### config.mk
export PLATFORM = sky130hd
export DESIGN_NAME = silu_stream_ctrl_flat
export DESIGN_NICKNAME = d
export VERILOG_FILES = /design/src/rtl/silu_stream_ctrl_pkg.sv /design/src/rtl/silu_stream_ctrl_if.sv /design/src/rtl/silu_stream_ctrl_out_fifo.sv /design/src/rtl/silu_stream_ctrl.sv /design/src/flat_wrapper.sv
export SDC_FILE = /design/constraint.sdc
export NUM_CORES = 1
export LEC_CHECK = 0
export ABC_AREA = 1
export CAP_MARGIN = 0
export CORE_UTILIZATION = 30
export CTS_CLUSTER_DIAMETER = 50
export DETAILED_ROUTE_END_ITERATION = 8
export DONT_BUFFER_PORTS = 1
export PLACE_DENSITY_LB_ADDON = 0.3
export SLEW_MARGIN = 20
export SYNTH_ARGS = -nofsm -noshare
export SYNTH_HDL_FRONTEND = slang
export SYNTH_SLANG_ARGS = --single-unit
### constraint.sdc
create_clock -name clk -period 5 [get_ports clk]
set_clock_uncertainty 0.05 [all_clocks]
set_input_delay 0.75 -clock clk [delete_from_list [all_inputs] [get_ports clk]]
set_output_delay 0.75 -clock clk [all_outputs]
set_load 0.1 [all_outputs]
### src/rtl/silu_stream_ctrl_pkg.sv
// Shared definitions for the SiLU stream controller slice.
// - DATA_WIDTH : element width owned by the SiLU lane
// - SILU_LAT   : default lane pipeline depth; must match the lane array
// - state_t / ST_* : 2-bit controller state encoding
// - clog2_min1 : pointer-width helper that never returns zero
package silu_pkg;

  localparam int unsigned DATA_WIDTH = 16;
  localparam int unsigned SILU_LAT   = 3;

  typedef logic [1:0] state_t;

  localparam state_t ST_IDLE  = 2'd0;
  localparam state_t ST_RUN   = 2'd1;
  localparam state_t ST_DRAIN = 2'd2;
  localparam state_t ST_DONE  = 2'd3;

  function automatic int unsigned clog2_min1(input int unsigned v);
    return (v <= 2) ? 1 : $clog2(v);
  endfunction

endpackage

### src/rtl/silu_stream_ctrl_if.sv
// Buffer-side bus of the SiLU stream controller.
// - rd_en/rd_addr/rd_data : source read port, data one cycle after rd_en
// - wr_valid/wr_ready/wr_addr/wr_data : stallable destination write port
// Modports: master = controller, slave = buffer.
interface silu_stream_ctrl_if
  import silu_pkg::*;
#(
  parameter int unsigned SIZE       = 4,
  parameter int unsigned DATA_WIDTH = silu_pkg::DATA_WIDTH,
  parameter int unsigned ADDR_WIDTH = 12
);

  logic                         rd_en;
  logic [ADDR_WIDTH-1:0]        rd_addr;
  logic [SIZE*DATA_WIDTH-1:0]   rd_data;
  logic                         wr_valid;
  logic                         wr_ready;
  logic [ADDR_WIDTH-1:0]        wr_addr;
  logic [SIZE*DATA_WIDTH-1:0]   wr_data;

  modport master (
    output rd_en, rd_addr, wr_valid, wr_addr, wr_data,
    input  rd_data, wr_ready
  );

  modport slave (
    input  rd_en, rd_addr, wr_valid, wr_addr, wr_data,
    output rd_data, wr_ready
  );

endinterface

### src/rtl/silu_stream_ctrl_out_fifo.sv
// Synchronous output FIFO with a registered head.
// - clk, reset         : clock, synchronous active-high reset
// - push, din          : enqueue (caller guarantees no overflow)
// - pop                : dequeue head (ignored when empty)
// - head, valid, count : registered head word, non-empty flag, occupancy
module silu_out_fifo
  import silu_pkg::*;
#(
  parameter int unsigned WIDTH = 64,
  parameter int unsigned DEPTH = 8
) (
  input  logic                         clk,
  input  logic                         reset,
  input  logic                         push,
  input  logic [WIDTH-1:0]             din,
  input  logic                         pop,
  output logic [WIDTH-1:0]             head,
  output logic                         valid,
  output logic [$clog2(DEPTH+1)-1:0]   count
);

  localparam int unsigned CW = $clog2(DEPTH+1);
  localparam int unsigned PW = clog2_min1(DEPTH);

  logic [WIDTH-1:0] store [DEPTH];
  logic [PW-1:0]    rd_ptr;
  logic [PW-1:0]    wr_ptr;
  logic             pop_ok;
  logic             store_we;
  logic             head_from_din;
  logic             head_from_store;

  function automatic logic [PW-1:0] nxt(input logic [PW-1:0] p);
    return (p == PW'(DEPTH-1)) ? '0 : p + PW'(1);
  endfunction

  // The head lives in its own register; the array holds entries 2..count.
  // A push bypasses the array whenever the head slot is (or becomes) free.
  always_comb begin
    pop_ok          = pop && valid;
    head_from_din   = push && ((count == '0) || (pop_ok && count == CW'(1)));
    head_from_store = pop_ok && (count > CW'(1));
    store_we        = push && !head_from_din;
  end

  assign valid = (count != '0);

  always_ff @(posedge clk) begin
    if (reset) begin
      head   <= '0;
      rd_ptr <= '0;
      wr_ptr <= '0;
      count  <= '0;
    end else begin
      if (head_from_din)
        head <= din;
      else if (head_from_store)
        head <= store[rd_ptr];
      if (head_from_store)
        rd_ptr <= nxt(rd_ptr);
      if (store_we)
        wr_ptr <= nxt(wr_ptr);
      if (push && !pop_ok)
        count <= count + CW'(1);
      else if (!push && pop_ok)
        count <= count - CW'(1);
    end
  end

  always_ff @(posedge clk) begin
    if (store_we)
      store[wr_ptr] <= din;
  end

endmodule

### src/rtl/silu_stream_ctrl.sv
// Streams cfg_len packed words from a source region through an external
// SiLU lane array (fixed SILU_LAT, never stalled) into a destination region.
// - clk, reset : clock, synchronous active-high reset
// - start, cfg_src_base, cfg_dst_base, cfg_len : run request, sampled in IDLE
// - busy, done : run status, done is a one-cycle pulse
// - bus        : buffer read/write port (master side)
// - silu_x, silu_y : lane inputs (copy of rd_data) and lane outputs
module silu_stream_ctrl #(
  parameter int unsigned SIZE       = 4,
  parameter int unsigned DATA_WIDTH = silu_pkg::DATA_WIDTH,
  parameter int unsigned ADDR_WIDTH = 12,
  parameter int unsigned SILU_LAT   = silu_pkg::SILU_LAT,
  parameter int unsigned FIFO_DEPTH = 8
) (
  input  logic                        clk,
  input  logic                        reset,
  input  logic                        start,
  input  logic [ADDR_WIDTH-1:0]       cfg_src_base,
  input  logic [ADDR_WIDTH-1:0]       cfg_dst_base,
  input  logic [ADDR_WIDTH:0]         cfg_len,
  output logic                        busy,
  output logic                        done,
  silu_stream_ctrl_if.master          bus,
  output logic [SIZE*DATA_WIDTH-1:0]  silu_x,
  input  logic [SIZE*DATA_WIDTH-1:0]  silu_y
);

  import silu_pkg::*;

  localparam int unsigned W  = SIZE*DATA_WIDTH;
  localparam int unsigned CW = $clog2(FIFO_DEPTH+1);
  localparam int unsigned SW = $clog2(FIFO_DEPTH+SILU_LAT+2);

  state_t                state;
  logic [ADDR_WIDTH-1:0] src_base;
  logic [ADDR_WIDTH-1:0] dst_base;
  logic [ADDR_WIDTH:0]   len;
  logic [ADDR_WIDTH:0]   issued;
  logic [ADDR_WIDTH:0]   written;
  logic [SILU_LAT:0]     tag;
  logic [CW-1:0]         fifo_count;
  logic [SW-1:0]         inflight;
  logic [SW-1:0]         occupancy;
  logic                  issue;
  logic                  push;
  logic                  pop;
  logic                  fifo_valid;
  logic [W-1:0]          fifo_head;

  // Credit: every word already issued but not yet written holds a FIFO slot,
  // so the push at the tag exit can never find the FIFO full.
  always_comb begin
    inflight = '0;
    for (int unsigned i = 0; i <= SILU_LAT; i++)
      inflight = inflight + SW'(tag[i]);
    occupancy = inflight + SW'(fifo_count);
    issue     = (state == ST_RUN) && (issued < len) && (occupancy < SW'(FIFO_DEPTH));
  end

  assign push = tag[SILU_LAT];
  assign pop  = fifo_valid && bus.wr_ready;

  assign bus.rd_en    = issue;
  assign bus.rd_addr  = src_base + issued[ADDR_WIDTH-1:0];
  assign bus.wr_valid = fifo_valid;
  assign bus.wr_data  = fifo_head;
  assign bus.wr_addr  = dst_base + written[ADDR_WIDTH-1:0];
  assign silu_x       = bus.rd_data;
  assign busy         = (state == ST_RUN) || (state == ST_DRAIN);
  assign done         = (state == ST_DONE);

  always_ff @(posedge clk) begin
    if (reset) begin
      state    <= ST_IDLE;
      src_base <= '0;
      dst_base <= '0;
      len      <= '0;
      issued   <= '0;
      written  <= '0;
      tag      <= '0;
    end else begin
      tag     <= {tag[SILU_LAT-1:0], issue};
      issued  <= issued + {{ADDR_WIDTH{1'b0}}, issue};
      written <= written + {{ADDR_WIDTH{1'b0}}, pop};
      case (state)
        ST_IDLE: begin
          if (start) begin
            src_base <= cfg_src_base;
            dst_base <= cfg_dst_base;
            len      <= cfg_len;
            issued   <= '0;
            written  <= '0;
            state    <= (cfg_len == '0) ? ST_DONE : ST_RUN;
          end
        end
        ST_RUN:   if (issued == len)  state <= ST_DRAIN;
        ST_DRAIN: if (written == len) state <= ST_DONE;
        ST_DONE:  state <= ST_IDLE;
        default:  state <= ST_IDLE;
      endcase
    end
  end

  silu_out_fifo #(
    .WIDTH (W),
    .DEPTH (FIFO_DEPTH)
  ) u_out_fifo (
    .clk   (clk),
    .reset (reset),
    .push  (push),
    .din   (silu_y),
    .pop   (pop),
    .head  (fifo_head),
    .valid (fifo_valid),
    .count (fifo_count)
  );

endmodule

### src/flat_wrapper.sv
// flat-port wrapper written by rule: the top's interface ports become plain ports
module silu_stream_ctrl_flat import silu_pkg::*;
#(
  parameter int unsigned SIZE       = 4,
  parameter int unsigned DATA_WIDTH = silu_pkg::DATA_WIDTH,
  parameter int unsigned ADDR_WIDTH = 12,
  parameter int unsigned SILU_LAT   = silu_pkg::SILU_LAT,
  parameter int unsigned FIFO_DEPTH = 8
)
  (clk, reset, start, cfg_src_base, cfg_dst_base, cfg_len, busy, done, silu_x, silu_y, bus_rd_en, bus_rd_addr, bus_wr_valid, bus_wr_addr, bus_wr_data, bus_rd_data, bus_wr_ready);
  silu_stream_ctrl_if #(.SIZE(SIZE), .DATA_WIDTH(DATA_WIDTH), .ADDR_WIDTH(ADDR_WIDTH)) bus_i ();
  input  logic clk;
  input  logic reset;
  input  logic start;
  input  logic [ADDR_WIDTH-1:0] cfg_src_base;
  input  logic [ADDR_WIDTH-1:0] cfg_dst_base;
  input  logic [ADDR_WIDTH:0] cfg_len;
  output logic busy;
  output logic done;
  output logic [SIZE*DATA_WIDTH-1:0] silu_x;
  input  logic [SIZE*DATA_WIDTH-1:0] silu_y;
  output wire logic [$bits(bus_i.rd_en)-1:0] bus_rd_en;
  output wire logic [$bits(bus_i.rd_addr)-1:0] bus_rd_addr;
  output wire logic [$bits(bus_i.wr_valid)-1:0] bus_wr_valid;
  output wire logic [$bits(bus_i.wr_addr)-1:0] bus_wr_addr;
  output wire logic [$bits(bus_i.wr_data)-1:0] bus_wr_data;
  input wire logic [$bits(bus_i.rd_data)-1:0] bus_rd_data;
  input wire logic [$bits(bus_i.wr_ready)-1:0] bus_wr_ready;
  assign bus_rd_en = bus_i.rd_en;
  assign bus_rd_addr = bus_i.rd_addr;
  assign bus_wr_valid = bus_i.wr_valid;
  assign bus_wr_addr = bus_i.wr_addr;
  assign bus_wr_data = bus_i.wr_data;
  assign bus_i.rd_data = bus_rd_data;
  assign bus_i.wr_ready = bus_wr_ready;
  silu_stream_ctrl #(.SIZE(SIZE), .DATA_WIDTH(DATA_WIDTH), .ADDR_WIDTH(ADDR_WIDTH), .SILU_LAT(SILU_LAT), .FIFO_DEPTH(FIFO_DEPTH)) u_core (.clk(clk), .reset(reset), .start(start), .cfg_src_base(cfg_src_base), .cfg_dst_base(cfg_dst_base), .cfg_len(cfg_len), .busy(busy), .done(done), .bus(bus_i), .silu_x(silu_x), .silu_y(silu_y));
endmodule
# Word level (Yosys, flattened, before mapping)
# Memories as Yosys holds them, arrays and structs flattened. A register that Yosys moved wholly into a read port is not among the register bits.
# Cells that the tools add are included.
# totals
mem_count,1
out_inout_bits,156
inputBits,169
reg_bits,143
mem_bits_rw,512
# mem_list
name,words,width,read_ports,rd_ports_with_merged_regs,write_ports,line_no,rtl
u_core.u_out_fifo.store,8,64,1,1,1,silu_stream_ctrl_out_fifo.sv:25,logic [WIDTH-1:0] store [DEPTH];
# classes
n_addsub,12
muxes,19
magnitude_cmp,3
n_eq_ne,11
n_reduce_logical,23
# op_table
op,count
2-to-1 mux 64 bit,2
2-to-1 mux 13 bit,4
adder 13 x 1 -> 13 bit,2
== test 13 bit,2
adder 12 bit,2
logical NOT 13 bit,1
less-than comparator 13 bit,1
2-to-1 mux 3 bit,4
logical AND 1 bit,10
adder 4 x 1 -> 4 bit,2
2-to-1 mux 2 bit,4
2-to-1 mux 4 bit,2
one-hot mux 2 bit (4 select lines),1
"adder 3 x 1 -> 3 bit, second input constant",2
"== test 3 bit, second input constant",2
"inequality test 2 bit, second input constant",3
"adder 4 x 1 -> 4 bit, second input constant",1
adder 4 bit,1
"== test 2 bit, second input constant",2
"== test 4 x 1 -> 1 bit, second input constant",1
"greater-than comparator 4 x 1 -> 1 bit, second input constant",1
logical NOT 4 bit,1
"less-than comparator 4 bit, second input constant",1
nonzero test 2 bit,2
other kinds (10),14

# Depth between registers and ports, before layout
# depth
word_depth,10
mapped_depth,20
depth_no_buf,20

# Cells and area by module
# Synthesis repeated with hierarchy kept, for this count alone.
# unflattened
cells_unflattened,2865
hier_area_um2,29201.8
# modules_own_cells
module,seq_area_each_um2,instances,cells_each,area_each_um2
silu_out_fifo,16916.2,1,2218,24483.5
silu_stream_ctrl,1381.3,1,647,4718.3

# Least setup slack after synthesis
# OpenSTA, ideal clock, no wires.
# synth_timing
path_kind,register to register
startpoint,register u_core.u_out_fifo.count[0]
endpoint,memory u_core.u_out_fifo.store[1][0] (enable)
path_slack_ps,156
n_path_buf,0
path_stages_with_launch,8
setup_ps,486
t_arrival_ps,4307
cell_sequence,dfxtp_1 > inv_1 > ha_1 > nand2_2 > nand3_1 > nor2_1 > inv_1 > nor2_1
# synth_between
elab_chain_len,10
# synth_lines
element,line_no,rtl
from (decl),silu_stream_ctrl_out_fifo.sv:19,output logic [$clog2(DEPTH+1)-1:0] count
from (signal assigned),silu_stream_ctrl_out_fifo.sv:64,count <= count + CW'(1);
from (signal assigned),silu_stream_ctrl_out_fifo.sv:66,count <= count - CW'(1);
nonzero test 4 bit (*),silu_stream_ctrl_out_fifo.sv:46,assign valid = (count != '0);
via bus_wr_valid,flat_wrapper.sv:24,output wire logic [$bits(bus_i.wr_valid)-1:0] bus_wr_valid;
logical AND 1 bit,silu_stream_ctrl.sv:61,assign pop = fifo_valid && bus.wr_ready;
logical AND 1 bit (*),silu_stream_ctrl_out_fifo.sv:40,pop_ok = pop && valid;
logical AND 1 bit (*),silu_stream_ctrl_out_fifo.sv:41,head_from_din = push && ((count == '0) || (pop_ok && count == CW'(1)));
logical OR 1 bit (*),silu_stream_ctrl_out_fifo.sv:41,
logical AND 1 bit (*),silu_stream_ctrl_out_fifo.sv:41,
logical NOT 1 bit (*),silu_stream_ctrl_out_fifo.sv:43,store_we = push && !head_from_din;
logical AND 1 bit (*),silu_stream_ctrl_out_fifo.sv:43,
2-to-1 mux 1 bit (*),silu_stream_ctrl_out_fifo.sv:71,if (store_we)
2-to-1 mux 1 bit (not written as such) (*),silu_stream_ctrl_out_fifo.sv:72,store[wr_ptr] <= din;
to (decl),silu_stream_ctrl_out_fifo.sv:25,
# Mark *: on every way through the listed nets, which the timed path passes. The rest lies on a longest branch.

# Final worst setup path
# layout_timing
startpoint,register u_core.written[4]
endpoint,output bus_wr_addr[11]
# layout_between
elab_chain_len,1
# layout_lines
element,line_no,rtl
from (decl),silu_stream_ctrl.sv:39,logic [ADDR_WIDTH:0] written;
from (signal assigned),silu_stream_ctrl.sv:84,"written <= written + {{ADDR_WIDTH{1'b0}}, pop};"
adder 12 bit,silu_stream_ctrl.sv:67,assign bus.wr_addr = dst_base + written[ADDR_WIDTH-1:0];
to (decl),flat_wrapper.sv:25,output wire logic [$bits(bus_i.wr_addr)-1:0] bus_wr_addr;
# Every way passes these cells.

==> flow_summary.ini <==
[power_and_ir_drop]
pwr-share-comb = 0.231
seqPwrFrac = 0.452
power.total_w = 0.0187
irDropWorstVdd_mv = 0.553
intPower_w = 0.0110
power.share.switching = 0.413
p_per_area_nw_per_um2 = 583
leakage_nw = 11.2
p_sw_w = 0.00773
clkPwrFrac = 0.317

[clock_network]
cts_buffer_depth = 3
cts_resized = 0
h-tree-depth = 3
tritoncts = done
clockRootBuffer = clkbuf_16
cts-buffers-inserted = 85
cts_setup_buffers = 0
clk_latency_ps = 650
cts_sinks = 658
cts_hold_buf = 0
path_clk_slew_ps = 60

[final_layout]
fillers = 9252
multi_input_area_um2 = 8640
regArea_um2 = 18300
nets = 2876
syn2layout_area_growth_pct = 13.7
fin_util = 0.344
post_route_cells_drive_above_1_share = 0.0820
fin_area_um2 = 32100

[yosys]
synth_nets = 2961
ys.flop_type = edfxtp_1
synth_top_cells_by_count = 557 x nor2_1, 512 x edfxtp_1, 366 x o21ai_0, 360 x nand2_1, 147 x o21ai_1
synth_edf_count = 512
synthMostInstantiatedCell = nor2_1
synth.top_cells.by_area = edfxtp_1 55%, dfxtp_1 10%, nor2_1 7.4%
synthCells = 2733
syn_avg_cell_area_um2 = 10.3
netlist_area_um2 = 28200
yosysTopAreaCell = edfxtp_1
synthArstFlopShare = 0
ys_seq_area_frac = 0.649
ys_seq_elements = 658
synth.top_cell.area_share = 0.545
ys_types = 37
yosysWarnings = 0

[detailed_routing]
wl_per_cell_um = 18.1
finalWirelength_um = 71800
vias = 18700
drt_first_pass_iters = 5
drtAntennaViolNets = 0
drt_iter0_drc = 1507
vias_per_cell = 4.71
drc = 0

[grt]
antenna_found_initial = 1
grt-ovfl-total = 0
track_usage = 0.149
grt_max_degree = 187
grt_pass1_wl_um = 108000
grt_pass1_vias = 17700

[setup_path]
endpoint_kind = output port
cp_data_required_time_ps = 4200
worstPathArrival_ps = 3290
worst-setup-path-type = reg2out
slowest_stage = xor2_2
cp_cell_sequence = ha_1, a21oi_1, o21ai_0, a21oi_1, o21ai_0, xor2_2
slowest_delay_ps = 930
cp-start-kind = register
worst-path-max-fanout = 5

[sta]
tightestPinTransition_ps = 1210
setup_viol = 0
tns_ps = 0
relSlewSlack = 0.193
min_period_ps = 4090
max_freq_mhz = 244
finalHoldViolations = 0
rsz0062_at_grt = no
fin_crit_sh = 0.818
worst_hold_slack_ps = 136
slew_viol_final = 0

[die]
die_h_um = 309
io_pins = 325
core-area_um2 = 93200
start_util = 0.303
row_count = 112
dieWidth_um = 309
die_area_um2 = 95200

[placed_design]
numPortBuffers = 0
dpl.hpwl_um = 41300
placedInstanceArea_um2 = 29200
gp_congestion = 0.799

[status]
outcome = completed

[flow_run]
cap_viol_max_count = 0

[hold_path]
holdCritPathClass = in2reg
==> path summary, 6_finish.rpt <==
kind	startpoint	to	slack, ps	depth (start not counted)
worst max-delay path	u_core.written[4]	bus_wr_addr[11]	910	6
worst min-delay path	reset	u_core.u_out_fifo.wr_ptr[1]	140	1
worst max register to register	u_core.tag[0]	u_core.issued[12]	1200	21
worst min register to register	u_core.tag[2]	u_core.tag[3]	380	2
==> metrics by stage <==
step	instances	setup WS [ps]
2_1_floorplan	2733	156
3_3_place_gp	3815	1250
3_5_place_dp	3815	1240
4_1_cts	3974	879
5_1_grt	3974	732
6_report	3975	908
==> placed cells by master, fill, tap and decap left out, types with 9 or more instances in the layout <==
cell       instances
o21ai_0          366
xor2_2            12
ha_1              56
buf_4             38
clkbuf_1          16
a21oi_1          133
dfxtp_1          139
o21ai_1          147
clkbuf_16         86
nand2_1          357
nor2_1           548
nand3_1           91
inv_1             76
clkinv_2           9
clkinv_1          11
edfxtp_1         512
==> area by class of cell <==
| class | instances | area share |
|---|---|---|
| timing repair buffer | 45 | 0.0133 |
| sequential | 658 | 0.571 |
| multi-input combinational | 1778 | 0.269 |
| antenna | 1 | 0.0000781 |
| clock inverter | 49 | 0.0149 |
| tap | 1254 | 0.0489 |
| inverter | 80 | 0.00964 |
| clock buffer | 110 | 0.0724 |
==> worst max-delay path: cells and delay by family, from the launching register on <==
kind	cells	cell delay, ps
DFF	1	450
xor gates and xnor gates	1	930
AOI/OAI and AO/OA	4	880
adders and majority gates	1	380
==> state kept, by name, summed over array words and instances, names as in the netlist, named ones only <==
name and cells:
u_core.dst_base 12, u_core.issued 13, u_core.len 13, u_core.src_base 12, u_core.state 2, u_core.tag 4
u_core.u_out_fifo.count 4, u_core.u_out_fifo.head 64, u_core.u_out_fifo.rd_ptr 3, u_core.u_out_fifo.store 512, u_core.u_out_fifo.wr_ptr 3, u_core.written 13
==> cell families (layout without fill, tap and decap cells) <==
kind of cell	count (synthesis)	count (layout)	share of synthesized area
compound gates	661	661	0.119
buf+inv	297	284	0.0537
flops	658	658	0.649
simple gates	1031	1031	0.143
other cells	0	1	0
xor+xnor	27	27	0.00839
fa+ha+maj	59	59	0.0270
==> power groups by stage <==
stage	Sequential, W	Combinational [W]	Clock [W]
after floorplan	0.00834	0.00369	0
after global placement	0.00858	0.00432	0
after detailed placement	0.00858	0.00434	0
after CTS	0.00847	0.00436	0.00610
after global routing	0.00853	0.00486	0.00631
final	0.00846	0.00432	0.00593
==> layer usage <==
| metal | share of wire | vias up | wire, um | global-route usage |
|---|---|---|---|---|
| li1 | - | 9233 | - | - |
| met1 | 0.45 | 8936 | 32400 | 0.195 |
| met2 | 0.46 | 428 | 32800 | 0.236 |
| met3 | 0.067 | 131 | 4800 | 0.0382 |
| met4 | 0.025 | 0 | 1800 | 0.0528 |
| met5 | 0 | - | 0 | 0 |
No activity file was read; power rests on OpenSTA's default activity.
